### config.mk
export PLATFORM = sky130hd
export DESIGN_NAME = muldiv_ctrl
export DESIGN_NICKNAME = d
export VERILOG_FILES = /design/src/rtl/mips_muldiv_pkg.sv /design/src/rtl/muldiv_step.sv /design/src/rtl/muldiv_ctrl.sv
export SDC_FILE = /design/constraint.sdc
export NUM_CORES = 1
export LEC_CHECK = 0
export CORE_MARGIN = 3
export CORE_UTILIZATION = 59
export CTS_CLUSTER_DIAMETER = 200
export DETAILED_ROUTE_END_ITERATION = 8
export PLACE_DENSITY = 0.82
export SETUP_SLACK_MARGIN = 0.02
export SYNTH_ARGS = -nofsm -noshare
export SYNTH_HDL_FRONTEND = slang
export SYNTH_SLANG_ARGS = --single-unit
### constraint.sdc
create_clock -name clk -period 3.8 [get_ports clk]
set_clock_uncertainty 0.15 [all_clocks]
set_input_delay 0.57 -clock clk [delete_from_list [all_inputs] [get_ports clk]]
set_output_delay 0.57 -clock clk [all_outputs]
set_load 0.02 [all_outputs]
### src/rtl/mips_muldiv_pkg.sv
// Shared encodings for the iterative multiply/divide unit.
package mips_muldiv_pkg;

  localparam int WIDTH_DEF = 32;

  typedef enum logic [1:0] {
    OP_MULTU = 2'b00,
    OP_MULT  = 2'b01,
    OP_DIVU  = 2'b10,
    OP_DIV   = 2'b11
  } op_e;

  typedef enum logic [1:0] {
    S_IDLE = 2'b00,
    S_CALC = 2'b01,
    S_FIX  = 2'b10
  } state_e;

endpackage

### src/rtl/muldiv_step.sv
// One combinational iteration of the shared datapath: shift-add multiply or
// restoring divide on the double-width partial register {upper, lower}.
module muldiv_step #(
  parameter int WIDTH = 32
) (
  input  logic               i_div,
  input  logic [2*WIDTH-1:0] i_part,
  input  logic [WIDTH-1:0]   i_opnd,
  output logic [2*WIDTH-1:0] o_part,
  output logic               o_qbit
);

  logic [WIDTH:0] w_sum;
  logic [WIDTH:0] w_trial;

  // Next partial value; the quotient bit is left for the caller to insert at bit 0
  always_comb begin
    w_sum   = {1'b0, i_part[2*WIDTH-1:WIDTH]} + {1'b0, i_opnd};
    // Upper half shifted left by one, with the incoming dividend bit, minus the divisor
    w_trial = i_part[2*WIDTH-1:WIDTH-1] - {1'b0, i_opnd};
    o_qbit  = 1'b0;
    o_part  = i_part;
    if (i_div) begin
      o_qbit = ~w_trial[WIDTH];
      if (~w_trial[WIDTH]) begin
        o_part = {w_trial[WIDTH-1:0], i_part[WIDTH-2:0], 1'b0};
      end else begin
        o_part = {i_part[2*WIDTH-2:0], 1'b0};
      end
    end else begin
      if (i_part[0]) begin
        o_part = {w_sum, i_part[WIDTH-1:1]};
      end else begin
        o_part = {1'b0, i_part[2*WIDTH-1:1]};
      end
    end
  end

endmodule

### src/rtl/muldiv_ctrl.sv
// Multiply/divide sequencer for the EX stage: FSM, iteration counter, sign
// handling and the architectural HI/LO registers.
module muldiv_ctrl
  import mips_muldiv_pkg::*;
#(
  parameter int WIDTH = WIDTH_DEF,
  parameter int CNT_W = 5
) (
  input  logic             clk,
  input  logic             rst_n,
  input  logic             start,
  input  logic [1:0]       op,
  input  logic [WIDTH-1:0] a,
  input  logic [WIDTH-1:0] b,
  input  logic             flush,
  input  logic             mthi,
  input  logic             mtlo,
  input  logic [WIDTH-1:0] wdata,
  output logic             busy,
  output logic             done,
  output logic [WIDTH-1:0] hi,
  output logic [WIDTH-1:0] lo
);

  state_e             r_state;
  state_e             w_next;
  logic [CNT_W-1:0]   r_cnt;
  logic               r_div;
  logic               r_neg_q;
  logic               r_neg_r;
  logic               r_dz;
  logic [WIDTH-1:0]   r_a_raw;
  logic [WIDTH-1:0]   r_opnd;
  logic [2*WIDTH-1:0] r_part;
  logic [WIDTH-1:0]   r_hi;
  logic [WIDTH-1:0]   r_lo;
  logic               r_done;

  logic               w_sgn;
  logic               w_is_div;
  logic [WIDTH-1:0]   w_abs_a;
  logic [WIDTH-1:0]   w_abs_b;
  logic [2*WIDTH-1:0] w_step_part;
  logic               w_step_q;
  logic [2*WIDTH-1:0] w_neg_prod;
  logic [WIDTH-1:0]   w_fix_hi;
  logic [WIDTH-1:0]   w_fix_lo;

  function automatic logic [WIDTH-1:0] abs_val(input logic [WIDTH-1:0] v, input logic sgn);
    if (sgn && v[WIDTH-1]) begin
      abs_val = -v;
    end else begin
      abs_val = v;
    end
  endfunction

  muldiv_step #(.WIDTH(WIDTH)) u_step (
    .i_div  (r_div),
    .i_part (r_part),
    .i_opnd (r_opnd),
    .o_part (w_step_part),
    .o_qbit (w_step_q)
  );

  // Operand decode at issue
  always_comb begin
    w_sgn    = (op == OP_MULT) || (op == OP_DIV);
    w_is_div = (op == OP_DIVU) || (op == OP_DIV);
    w_abs_a  = abs_val(a, w_sgn);
    w_abs_b  = abs_val(b, w_sgn);
  end

  // Next-state logic
  always_comb begin
    w_next = r_state;
    case (r_state)
      S_IDLE: begin
        if (start && !flush) w_next = S_CALC;
        else                 w_next = S_IDLE;
      end
      S_CALC: begin
        if (flush)                            w_next = S_IDLE;
        else if (r_cnt == CNT_W'(WIDTH - 1))  w_next = S_FIX;
        else                                  w_next = S_CALC;
      end
      S_FIX:   w_next = S_IDLE;
      default: w_next = S_IDLE;
    endcase
  end

  // State register
  always_ff @(posedge clk or negedge rst_n) begin
    if (!rst_n) begin
      r_state <= S_IDLE;
    end else begin
      r_state <= w_next;
    end
  end

  // Sign correction of the raw unsigned result; divide-by-zero bypasses it
  always_comb begin
    w_neg_prod = -r_part;
    w_fix_hi   = r_part[2*WIDTH-1:WIDTH];
    w_fix_lo   = r_part[WIDTH-1:0];
    if (!r_div) begin
      if (r_neg_q) begin
        w_fix_hi = w_neg_prod[2*WIDTH-1:WIDTH];
        w_fix_lo = w_neg_prod[WIDTH-1:0];
      end else begin
        w_fix_hi = r_part[2*WIDTH-1:WIDTH];
        w_fix_lo = r_part[WIDTH-1:0];
      end
    end else if (r_dz) begin
      w_fix_hi = r_a_raw;
      w_fix_lo = {WIDTH{1'b1}};
    end else begin
      w_fix_lo = r_neg_q ? -r_part[WIDTH-1:0] : r_part[WIDTH-1:0];
      w_fix_hi = r_neg_r ? -r_part[2*WIDTH-1:WIDTH] : r_part[2*WIDTH-1:WIDTH];
    end
  end

  // Datapath, counter, HI/LO and done pulse
  always_ff @(posedge clk or negedge rst_n) begin
    if (!rst_n) begin
      r_cnt   <= {CNT_W{1'b0}};
      r_div   <= 1'b0;
      r_neg_q <= 1'b0;
      r_neg_r <= 1'b0;
      r_dz    <= 1'b0;
      r_a_raw <= {WIDTH{1'b0}};
      r_opnd  <= {WIDTH{1'b0}};
      r_part  <= {(2*WIDTH){1'b0}};
      r_hi    <= {WIDTH{1'b0}};
      r_lo    <= {WIDTH{1'b0}};
      r_done  <= 1'b0;
    end else begin
      r_done <= 1'b0;
      case (r_state)
        S_IDLE: begin
          if (start) begin
            if (!flush) begin
              r_cnt   <= {CNT_W{1'b0}};
              r_div   <= w_is_div;
              r_neg_q <= w_sgn & (a[WIDTH-1] ^ b[WIDTH-1]);
              r_neg_r <= w_sgn & a[WIDTH-1];
              r_dz    <= w_is_div & (b == {WIDTH{1'b0}});
              r_a_raw <= a;
              // Divide keeps the dividend in the low half; multiply keeps the multiplier there
              if (w_is_div) begin
                r_part <= {{WIDTH{1'b0}}, w_abs_a};
                r_opnd <= w_abs_b;
              end else begin
                r_part <= {{WIDTH{1'b0}}, w_abs_b};
                r_opnd <= w_abs_a;
              end
            end
          end else begin
            if (mthi) r_hi <= wdata;
            if (mtlo) r_lo <= wdata;
          end
        end
        S_CALC: begin
          if (!flush) begin
            r_part <= {w_step_part[2*WIDTH-1:1], w_step_part[0] | w_step_q};
            r_cnt  <= r_cnt + CNT_W'(1);
          end
        end
        S_FIX: begin
          if (!flush) begin
            r_hi   <= w_fix_hi;
            r_lo   <= w_fix_lo;
            r_done <= 1'b1;
          end
        end
        default: begin
          r_done <= 1'b0;
        end
      endcase
    end
  end

  assign busy = (r_state != S_IDLE);
  assign done = r_done;
  assign hi   = r_hi;
  assign lo   = r_lo;

endmodule
==> impl_metrics.py <==
metrics = {
    "grt": {
        "most_congested_layer_reported_by_global_routing": "met2",
        "grt_use_met3_pct": 10.2,
        "grt_pass1_wl_um": 102000,
        "use_met2_pct": 61.8,
        "grt_pass1_vias": 17344,
        "grt_usage_pct": 41.8,
        "grt_overflow_total": 0,
        "met1_usage_pct": 59.0,
        "grt_max_degree": 96,
        "grt_antenna_before_repair": 4,
    },
    "critical_path": {
        "source_of_the_critical_timing_path": "r_opnd[0]",
        "worst_path_most_repeated_cell": "sky130_fd_sc_hd__a21o_1",
        "timing.critical_path.max_delay_family": "compound AO/OA/AOI/OAI gates",
        "data_arrival_at_the_endpoint_of_the_critical_path_ps": 3910,
        "path_class": "reg2reg",
        "r2r_cells": 13,
        "cp.buffers_inverters": 2,
        "critPathLaunchType": "register",
        "timing.critical_path.to_type": "register",
        "worst_r2r_endpoint": "r_part[60]",
        "r2r-start": "r_opnd[0]",
        "reg_to_reg_setup_timing_slack_ps": 160,
        "worstPathMaxFanout": 31,
        "cp_cell_sequence": "ha_1, fa_1, nand2b_1, a21o_1, a21oi_1, buf_4, o211ai_1, a21o_1, a221oi_4, buf_12, nand2_1, o21ai_0, a211oi_1",
        "critical_path_required_ps": 4060,
        "critical-path-max-stage-delay_ps": 400,
        "slowest_stage": "sky130_fd_sc_hd__fa_1",
    },
    "placed_design": {
        "globalplace.congestion": 1.06,
        "numPlacedInstances": 2827,
        "place_hpwl_um": 51900,
        "placement.io_buffers": 169,
    },
    "clock_network": {
        "cts_tree": "yes",
        "clock_latency_ps": 550,
        "cts_inserted_buffers": 24,
        "clock_root_cell": "sky130_fd_sc_hd__clkbuf_16",
        "numClockSinks": 204,
        "max-clock-path-buffers": 3,
        "clk_pin_slew_worst_paths_ps": 60,
        "cts-htree-levels": 1,
    },
    "logic_synthesis": {
        "ys.warnings.count": 0,
        "async_reset_ff_share_pct": 100,
        "syn_inst": 2298,
        "synth.ff_latch_count": 204,
        "syn-cell-area_mm2": 0.0174,
        "synth-edff-count": 0,
        "synth_nets": 2474,
        "syn_area_per_cell_um2": 7.58,
        "synthDistinctLibCells": 71,
        "synth.yosys.seq_area_share_pct": 29.3,
        "ys_dominant_reg_cell": "sky130_fd_sc_hd__dfrtp_1",
    },
    "detailed_routing": {
        "1st_iter_drt_viols": 2697,
        "routed-via-count": 19019,
        "detail_route.first_pass.iterations": 7,
        "wirelength_routed_um": 68000,
        "avgRoutedWirePerCell_um": 23.7,
        "drt_drc_violations_left": 0,
        "final_antenna_net_count": 0,
        "per_cell_via_count_in_the_routed_design": 6.62,
    },
    "status": {
        "outcome": "complete, no violations",
    },
    "worst_hold_path": {
        "hold-path-endpoint": "lo[22]",
        "holdCritPathClass": "reg2reg",
        "hold_path_start": "lo[22]",
        "hold_depth": 2,
    },
    "power_and_ir_drop": {
        "power.static_leakage_nw": 9.12,
        "peakVddDrop_mv": 0.399,
        "p_per_area_mw_per_mm2": 708,
        "design_power_total_w": 0.0148,
    },
    "timing": {
        "finalHoldViolations": 0,
        "setup-tns-final_ps": 0,
        "setup_repair_after_global_routing_missed_its_margin": "false",
        "fin_crit_ps": 3640,
        "fin_worst_hold_slack_ps": 332,
        "relSlewSlack_pct": 32.0,
        "setup_viol": 0,
        "maxSlewViolCount": 0,
        "fmax_ghz": 0.274,
        "final.period_utilization_pct": 95.9,
        "max_slew.worst_pin.slew_ps": 1020,
    },
    "die": {
        "fp.dieArea_mm2": 0.0316,
        "die_width_um": 178,
        "floorplan.die.height_um": 178,
        "initial_core_util_pct": 60.2,
        "core_area_mm2": 0.0289,
        "io_pins": 170,
        "core.rowCount": 62,
    },
    "flow_run": {
        "max_capacitance_violation_count": 0,
    },
    "final_layout": {
        "fin_nets": 2646,
        "stdcell_count": 2871,
        "ratio_of_cells_with_drive_above_1_in_the_final_layout_pct": 8.73,
        "area_delta_synth_final_pct": 20.0,
        "filler_cell_count": 2319,
    },
}
[repair_timing]
action                     in CTS  in global routing
hold endpoints to repair        0                 12
hold buffers                    0                  1
setup buffers                   0                  0
gates resized for setup         0                  1
setup endpoints to repair       0                  1
[cell families after synthesis]
family | count (synthesis) | share of synthesized area (%)
AOI/OAI and AO/OA | 717 | 25.3
xor gates and xnor gates | 196 | 9.85
adders and majority gates | 72 | 5.26
buffers and inverters | 233 | 5.07
DFF | 204 | 29.3
muxes | 80 | 4.65
and+or+nand+nor | 796 | 20.6
[how the worst max path moves through the flow]
stage,to,slack (ps),cells past startpoint
after floorplan,hi[10],280,13
after global placement,r_part[30],120,10
after detailed placement,r_opnd[30],80,10
after CTS,r_part[50],240,13
after global routing,r_part[47],70,13
final,r_part[60],160,13
[sequential cells by signal, indices dropped and copies added, names as in the netlist]
signal / flops
done: 1
hi: 32
lo: 32
r_a_raw: 32
r_cnt: 5
r_div: 1
r_dz: 1
r_neg_q: 1
r_neg_r: 1
r_opnd: 32
r_part: 64
r_state: 2
[tightest hold or removal path, delay by kind of cell, from the launching register on]
family          cells  cell delay (ps)
simple gates        1               50
flops               1              340
compound gates      1               60
[routing by layer]
layer  up-vias  wire (µm)
met5         -         40
met2      1315      29300
met1      8964      27100
met4         6       3110
li1       8536          -
met3       198       8450
[stage by stage]
step / utilization [%] / setup WS (ps) / cell area [µm²]
final: 72.2 / 156 / 20900
after global routing: 72.2 / 69.3 / 20900
after CTS: 72.2 / 239 / 20900
after detailed placement: 69.7 / 84.3 / 20200
after global placement: 69.7 / 118 / 20200
after floorplan: - / 284 / 17400
[cell usage in the layout, fill, tap and decap left out, types with 24 or more instances in the layout]
master,synthesis,final
sky130_fd_sc_hd__nand2_1,365,365
sky130_fd_sc_hd__a21o_1,30,30
sky130_fd_sc_hd__clkdlybuf4s50_1,0,167
sky130_fd_sc_hd__a211oi_1,35,35
sky130_fd_sc_hd__xor2_1,67,67
sky130_fd_sc_hd__mux2i_1,72,72
sky130_fd_sc_hd__nor3_1,27,27
sky130_fd_sc_hd__o211ai_1,42,42
sky130_fd_sc_hd__nand3_1,44,44
sky130_fd_sc_hd__o31ai_1,30,30
sky130_fd_sc_hd__a21oi_1,180,180
sky130_fd_sc_hd__ha_1,70,70
sky130_fd_sc_hd__o22ai_1,39,39
sky130_fd_sc_hd__o21ai_0,238,237
sky130_fd_sc_hd__nor2_1,186,186
sky130_fd_sc_hd__inv_1,65,65
sky130_fd_sc_hd__xnor2_1,129,129
sky130_fd_sc_hd__or3_1,26,26
sky130_fd_sc_hd__or4_1,24,24
sky130_fd_sc_hd__dfrtp_1,204,202
sky130_fd_sc_hd__nor2b_1,26,25
sky130_fd_sc_hd__buf_4,0,137
sky130_fd_sc_hd__clkbuf_16,0,24
[area by class of cell]
class	count	area, µm²	share of cell area, %
multi-input cells	1861	11500	54.9
flip-flops and latches	204	5110	24.4
clock buffers	34	678	3.24
clock inverters	8	56.3	0.269
repair buffers	313	2850	13.6
diodes	1	2.50	0.0120
well taps	384	480	2.30
inverters	66	248	1.19
[power by group]
part | internal (W) | switching [W] | total (W)
Sequential | 0.00267 | 0.000547 | 0.00322
Combinational | 0.00382 | 0.00554 | 0.00936
Clock | 0.00124 | 0.000969 | 0.00221
[cell usage after synthesis (all sizes together) (8+ instances only)]
cell type,n,share of area (%)
xnor2,129,6.5
or3,26,0.93
o211ai,42,1.8
inv,65,1.4
nor3,27,0.78
mux2,8,0.52
buf,14,0.34
nor4,13,0.47
or2,10,0.36
nor2,186,4.0
o41ai,9,0.45
or4,24,1.0
mux2i,72,4.1
o21ai,241,6.9
ha,70,5.0
o21a,14,0.60
o21bai,8,0.34
a22o,9,0.45
a21oi,181,5.2
nand2b,17,0.61
a31oi,10,0.36
xor2,67,3.4
dfrtp,204,29
o31ai,31,1.4
nand2,365,7.9
nor2b,26,0.93
nand3,44,1.3
and3,16,0.57
o22ai,39,1.4
a211oi,35,1.5
nand4,14,0.50
a21o,30,1.3
clkbuf,153,3.3
o221ai,14,0.70
Note: power is estimated with default switching activity, not from simulation.
==> variant 1: new RTL, same flow settings <==
The parameter `CNT_W` goes from 5 to 10.
--- a/src/rtl/muldiv_ctrl.sv
+++ b/src/rtl/muldiv_ctrl.sv
@@ -6,3 +6,3 @@
   parameter int WIDTH = WIDTH_DEF,
-  parameter int CNT_W = 5
+  parameter int CNT_W = 10
 ) (
Formal check against the unedited RTL: no difference found for any inputs over 4 cycles, from zero or initial values and one cycle with rst_n low; that may be too few to reach the edited logic, so the function may still have changed.
==> variant 1 against the original RTL <==
Sequential cell count rose by 5. Final cell count increased by 0.21%. Synthesized cell count up 1.8%. Area after synthesis increased by 2.5%. Clock power is 14% higher. Combinational power down 24%. Worst hold slack improved by 2.6 ps. Wire length down 0.54%. Final area increased by 0.71%. Total power down 13%. Worst setup slack got worse by 34 ps. Largest power group unchanged.
==> variant 1: results (changes against the original RTL) <==
[placement]
placedInstanceArea_mm2=0.0202  ; about the same
dpl.hpwl_um=51700  ; was 51900 um

[status]
status=completed  ; unchanged

[drt]
first_iter_violations=2660  ; was 2697
routed_wire_length_per_instance_um=23.5  ; was 23.7 um
postRouteWirelength_um=67600  ; was 68000 um
detailedRoute.firstPassIterationCount=6  ; was 7

[sta]
postLayoutSetupSlackWorst_ps=122  ; was 156 ps
tightestPinTransition_ps=1040  ; was 1020 ps

[yosys]
post_synth_fa_ha_maj_area_fraction=0.0506  ; was 0.0526
complex_gate_fraction_of_the_synthesized_area=0.255  ; was 0.253
synth_xor_xnor_area_share=0.0995  ; was 0.0985
synth.ff_latch_count=209  ; was 204
syn_inst=2339  ; was 2298
post_synth_num_cell_types=88  ; was 71
synth.top_cells.by_area=sky130_fd_sc_hd__dfrtp_1 (29%), sky130_fd_sc_hd__o21ai_0 (7.5%), sky130_fd_sc_hd__nand2_1 (7.5%)  ; was sky130_fd_sc_hd__dfrtp_1 (29%), sky130_fd_sc_hd__nand2_1 (7.9%), sky130_fd_sc_hd__o21ai_0 (6.8%)
synth-seq-area-share=0.293  ; about the same
synth.area.mux_share=0.0433  ; was 0.0465
netlist_top_cells_count=sky130_fd_sc_hd__nand2_1 (356), sky130_fd_sc_hd__o21ai_0 (269), sky130_fd_sc_hd__dfrtp_1 (209), sky130_fd_sc_hd__nor2_1 (184), sky130_fd_sc_hd__a21oi_1 (177)  ; was sky130_fd_sc_hd__nand2_1 (365), sky130_fd_sc_hd__o21ai_0 (238), sky130_fd_sc_hd__dfrtp_1 (204), sky130_fd_sc_hd__nor2_1 (186), sky130_fd_sc_hd__a21oi_1 (180)

[power_and_ir_drop]
pwr_density_cell_mw_per_mm2=614  ; was 708 mW/mm2
leakagePower_nw=8.88  ; was 9.12 nW
ir_worst_vdd_v=0.000423  ; was 0.000399 V

[hold_path]
hold_path.startpoint=lo[18]  ; was lo[22]

[critical_path]
critical_path_peak_fanout=11  ; was 31
worst_path_max_delay_cell=sky130_fd_sc_hd__dfrtp_1  ; was sky130_fd_sc_hd__fa_1
critical_path_arrival_ps=3950  ; was 3910 ps
max_stage_delay_ps=590  ; was 400 ps
startpoint_of_the_worst_register_to_register_path=r_part[41]  ; was r_opnd[0]
ff2ff_path_depth=10  ; was 13

[grt]
grt_use_total=0.400  ; was 0.418
grt_first_pass_wirelength_um=104000  ; was 102000 um
via_count_of_the_first_global_routing_pass=18000  ; was 17300

[cells_and_area]
share_of_layout_cells_above_drive_strength_1=0.0833  ; was 0.0873
final_net_count=2642  ; was 2646

[variant 1: changes by cell type in the layout (fill, tap and decap cells not counted), sizes merged, moves of 6 or more]
cell / change
buf: -35
o21ai: +35
xor2: +30
nor3: +25
xnor2: -23
nor2b: -16
nand2: -9
or4: -9
nand3: -8
nor4: +8
o22a: +8
mux2i: -6
o21a: +6
[variant 1: worst min-delay path, cell delays in order (launching register included)]
cell and delay, ps:
sky130_fd_sc_hd__dfrtp_1 340, sky130_fd_sc_hd__nand2_1 50, sky130_fd_sc_hd__o21ai_0 60
[variant 1: cell type report]
type,count,area share
Multi-Input combinational cell,1887,0.555
Sequential cell,209,0.249
Timing Repair Buffer,278,0.120
Clock buffer,32,0.0319
Tap cell,390,0.0232
Inverter,67,0.0119
Clock inverter,12,0.00844
Antenna cell,2,0.000238
[variant 1: final timing paths]
kind,to
min in group asynchronous,lo[16]
max in group asynchronous,r_dz
hold / removal,lo[18]
setup reg to reg,r_part[62]
setup / recovery,r_part[62]
hold reg to reg,lo[18]
[variant 1: layer usage]
| metal | share of wire | wire (um) | global-route usage | vias to the layer above |
|---|---|---|---|---|
| met5 | 0 | 0 | 0 | - |
| met4 | 0.064 | 4330 | 0.207 | 0 |
| met3 | 0.13 | 8790 | 0.0846 | 231 |
| met2 | 0.41 | 27800 | 0.581 | 1406 |
| met1 | 0.40 | 26700 | 0.566 | 9139 |
| li1 | - | - | - | 8589 |
[variant 1: power by group]
part / switching, mW / leakage [nW] / total, mW / internal (mW)
combinational: 4.28 / 5.87 / 7.16 / 2.88
clock: 1.00 / 0.417 / 2.52 / 1.52
sequential: 0.603 / 2.60 / 3.25 / 2.65
total: 5.89 / 8.88 / 12.9 / 7.04
==> variant 2: new RTL, config.mk and constraints unchanged <==
Without the edit above. Re-encode `state_e` (3 states) as one-hot, 3 bits wide.
--- a/src/rtl/mips_muldiv_pkg.sv
+++ b/src/rtl/mips_muldiv_pkg.sv
@@ -12,6 +12,6 @@
 
-  typedef enum logic [1:0] {
-    S_IDLE = 2'b00,
-    S_CALC = 2'b01,
-    S_FIX  = 2'b10
+  typedef enum logic [2:0] {
+    S_IDLE = 3'b001,
+    S_CALC = 3'b010,
+    S_FIX  = 3'b100
   } state_e;
Function: no difference found for any inputs over 4 cycles, from zero or initial values and one cycle with rst_n low; so few cycles prove little.
==> variant 2 against the original RTL <==
Via count up 0.42%. Wire length down 4.4%. Largest cell class unchanged. Area after synthesis up 0.52%. Worst setup slack worse by 42 ps. Final area down 0.37%. Count of clock-buffer cells in the layout down 2. Sequential cell count up 1. Die area up 0.50%. Global-route usage down 2.1 points. Final cell count down 0.52%.
Power is not compared: it rests on default switching activity, and its combinational part moved more than twofold at a synthesized area within 25%.
==> variant 2: results (changes against the original RTL) <==
[status]
status=completed  ; unchanged

[sta]
maxSlewHeadroom=0.356  ; was 0.320

[critical_path]
critical_path_peak_fanout=11  ; was 31
critical_path_arrival_ps=3930  ; was 3910 ps
max_stage_delay_ps=700  ; was 400 ps
crit_family=simple AND/OR/NAND/NOR gates  ; was compound AO/OA/AOI/OAI gates

[grt]
gr-usage-met3=0.0679  ; was 0.102
grt_util_met1=0.542  ; was 0.590
via_count_of_the_first_global_routing_pass=17800  ; was 17300
antenna_found_initial=2  ; was 4
grt.met2_usage=0.624  ; was 0.618
maximum_number_of_pins_on_one_net_before_global_route_repair=113  ; was 96
grt_use_total=0.397  ; was 0.418

[cells_and_area]
layout.cells.non_filler=2856  ; was 2871
share_of_layout_cells_above_drive_strength_1=0.0882  ; was 0.0873
final_net_count=2629  ; was 2646

[placement]
place_worst_setup_slack_ps=-22.5  ; was 84.3 ps
place_inst=2810  ; was 2827
gpl.final_weighted_congestion=1.05  ; was 1.06

[drt]
routed_wire_length_per_instance_um=22.7  ; was 23.7 um
first_iter_violations=2419  ; was 2697
detailedRoute.firstPassIterationCount=8  ; was 7
route.detailed.vias_per_inst=6.69  ; was 6.62

[yosys]
post_synth_num_cell_types=84  ; was 71
synth.top_cells.by_area=sky130_fd_sc_hd__dfrtp_1 (29%), sky130_fd_sc_hd__nand2_1 (7.4%), sky130_fd_sc_hd__o21ai_0 (6.4%)  ; was sky130_fd_sc_hd__dfrtp_1 (29%), sky130_fd_sc_hd__nand2_1 (7.9%), sky130_fd_sc_hd__o21ai_0 (6.8%)
synthesized_netlist_net_count=2488  ; was 2474

## variant 2: path summary, 6_finish.rpt
kind	start	to	slack [ps]	cells past startpoint
setup / recovery	r_part[38]	hi[25]	110	9
hold / removal	lo[26]	lo[26]	330	2
setup reg to reg	r_part[38]	hi[25]	110	9
hold reg to reg	lo[26]	lo[26]	330	2
max in group asynchronous	rst_n	r_neg_q	2090	3
min in group asynchronous	rst_n	r_part[57]	370	2
## variant 2: cell type report
| type | count | area [um2] |
|---|---|---|
| Antenna cell | 1 | 2.50 |
| Clock buffer | 32 | 712 |
| Clock inverter | 12 | 105 |
| Fill cell | 2393 | 8190 |
| Inverter | 72 | 270 |
| Multi-Input combinational cell | 1855 | 11400 |
| Sequential cell | 205 | 5140 |
| Tap cell | 384 | 480 |
| Timing Repair Buffer | 295 | 2690 |
## variant 2: tightest hold or removal path, cell delays in order, from the launching register on
cell	delay [ps]
sky130_fd_sc_hd__dfrtp_1	340
sky130_fd_sc_hd__nand2_1	40
sky130_fd_sc_hd__o21ai_0	60
## variant 2: kinds of logic after synthesis
family,Yosys count,synth area share
xor+xnor,198,0.0994
compound gates,732,0.258
mux,67,0.0386
flops,205,0.293
fa+ha+maj,72,0.0523
buf+inv,252,0.0561
simple gates,786,0.203
## variant 2: metrics by stage
| stage | area, um2 | hold WS, ps | TNS (ps) |
|---|---|---|---|
| final | 20800 | 334 | 0 |
| after global routing | 20800 | 363 | 0 |
| after global placement | 20000 | 310 | 0 |
| after CTS | 20800 | 335 | 0 |
| after floorplan | 17500 | 124 | 0 |
| after detailed placement | 20000 | 318 | -32.6 |
## variant 2: layer usage
layer  wire [um]  up-vias
met5          12        -
met2       28900     1227
met3        6700      240
met1       25800     9101
met4        3570        2
li1            -     8528
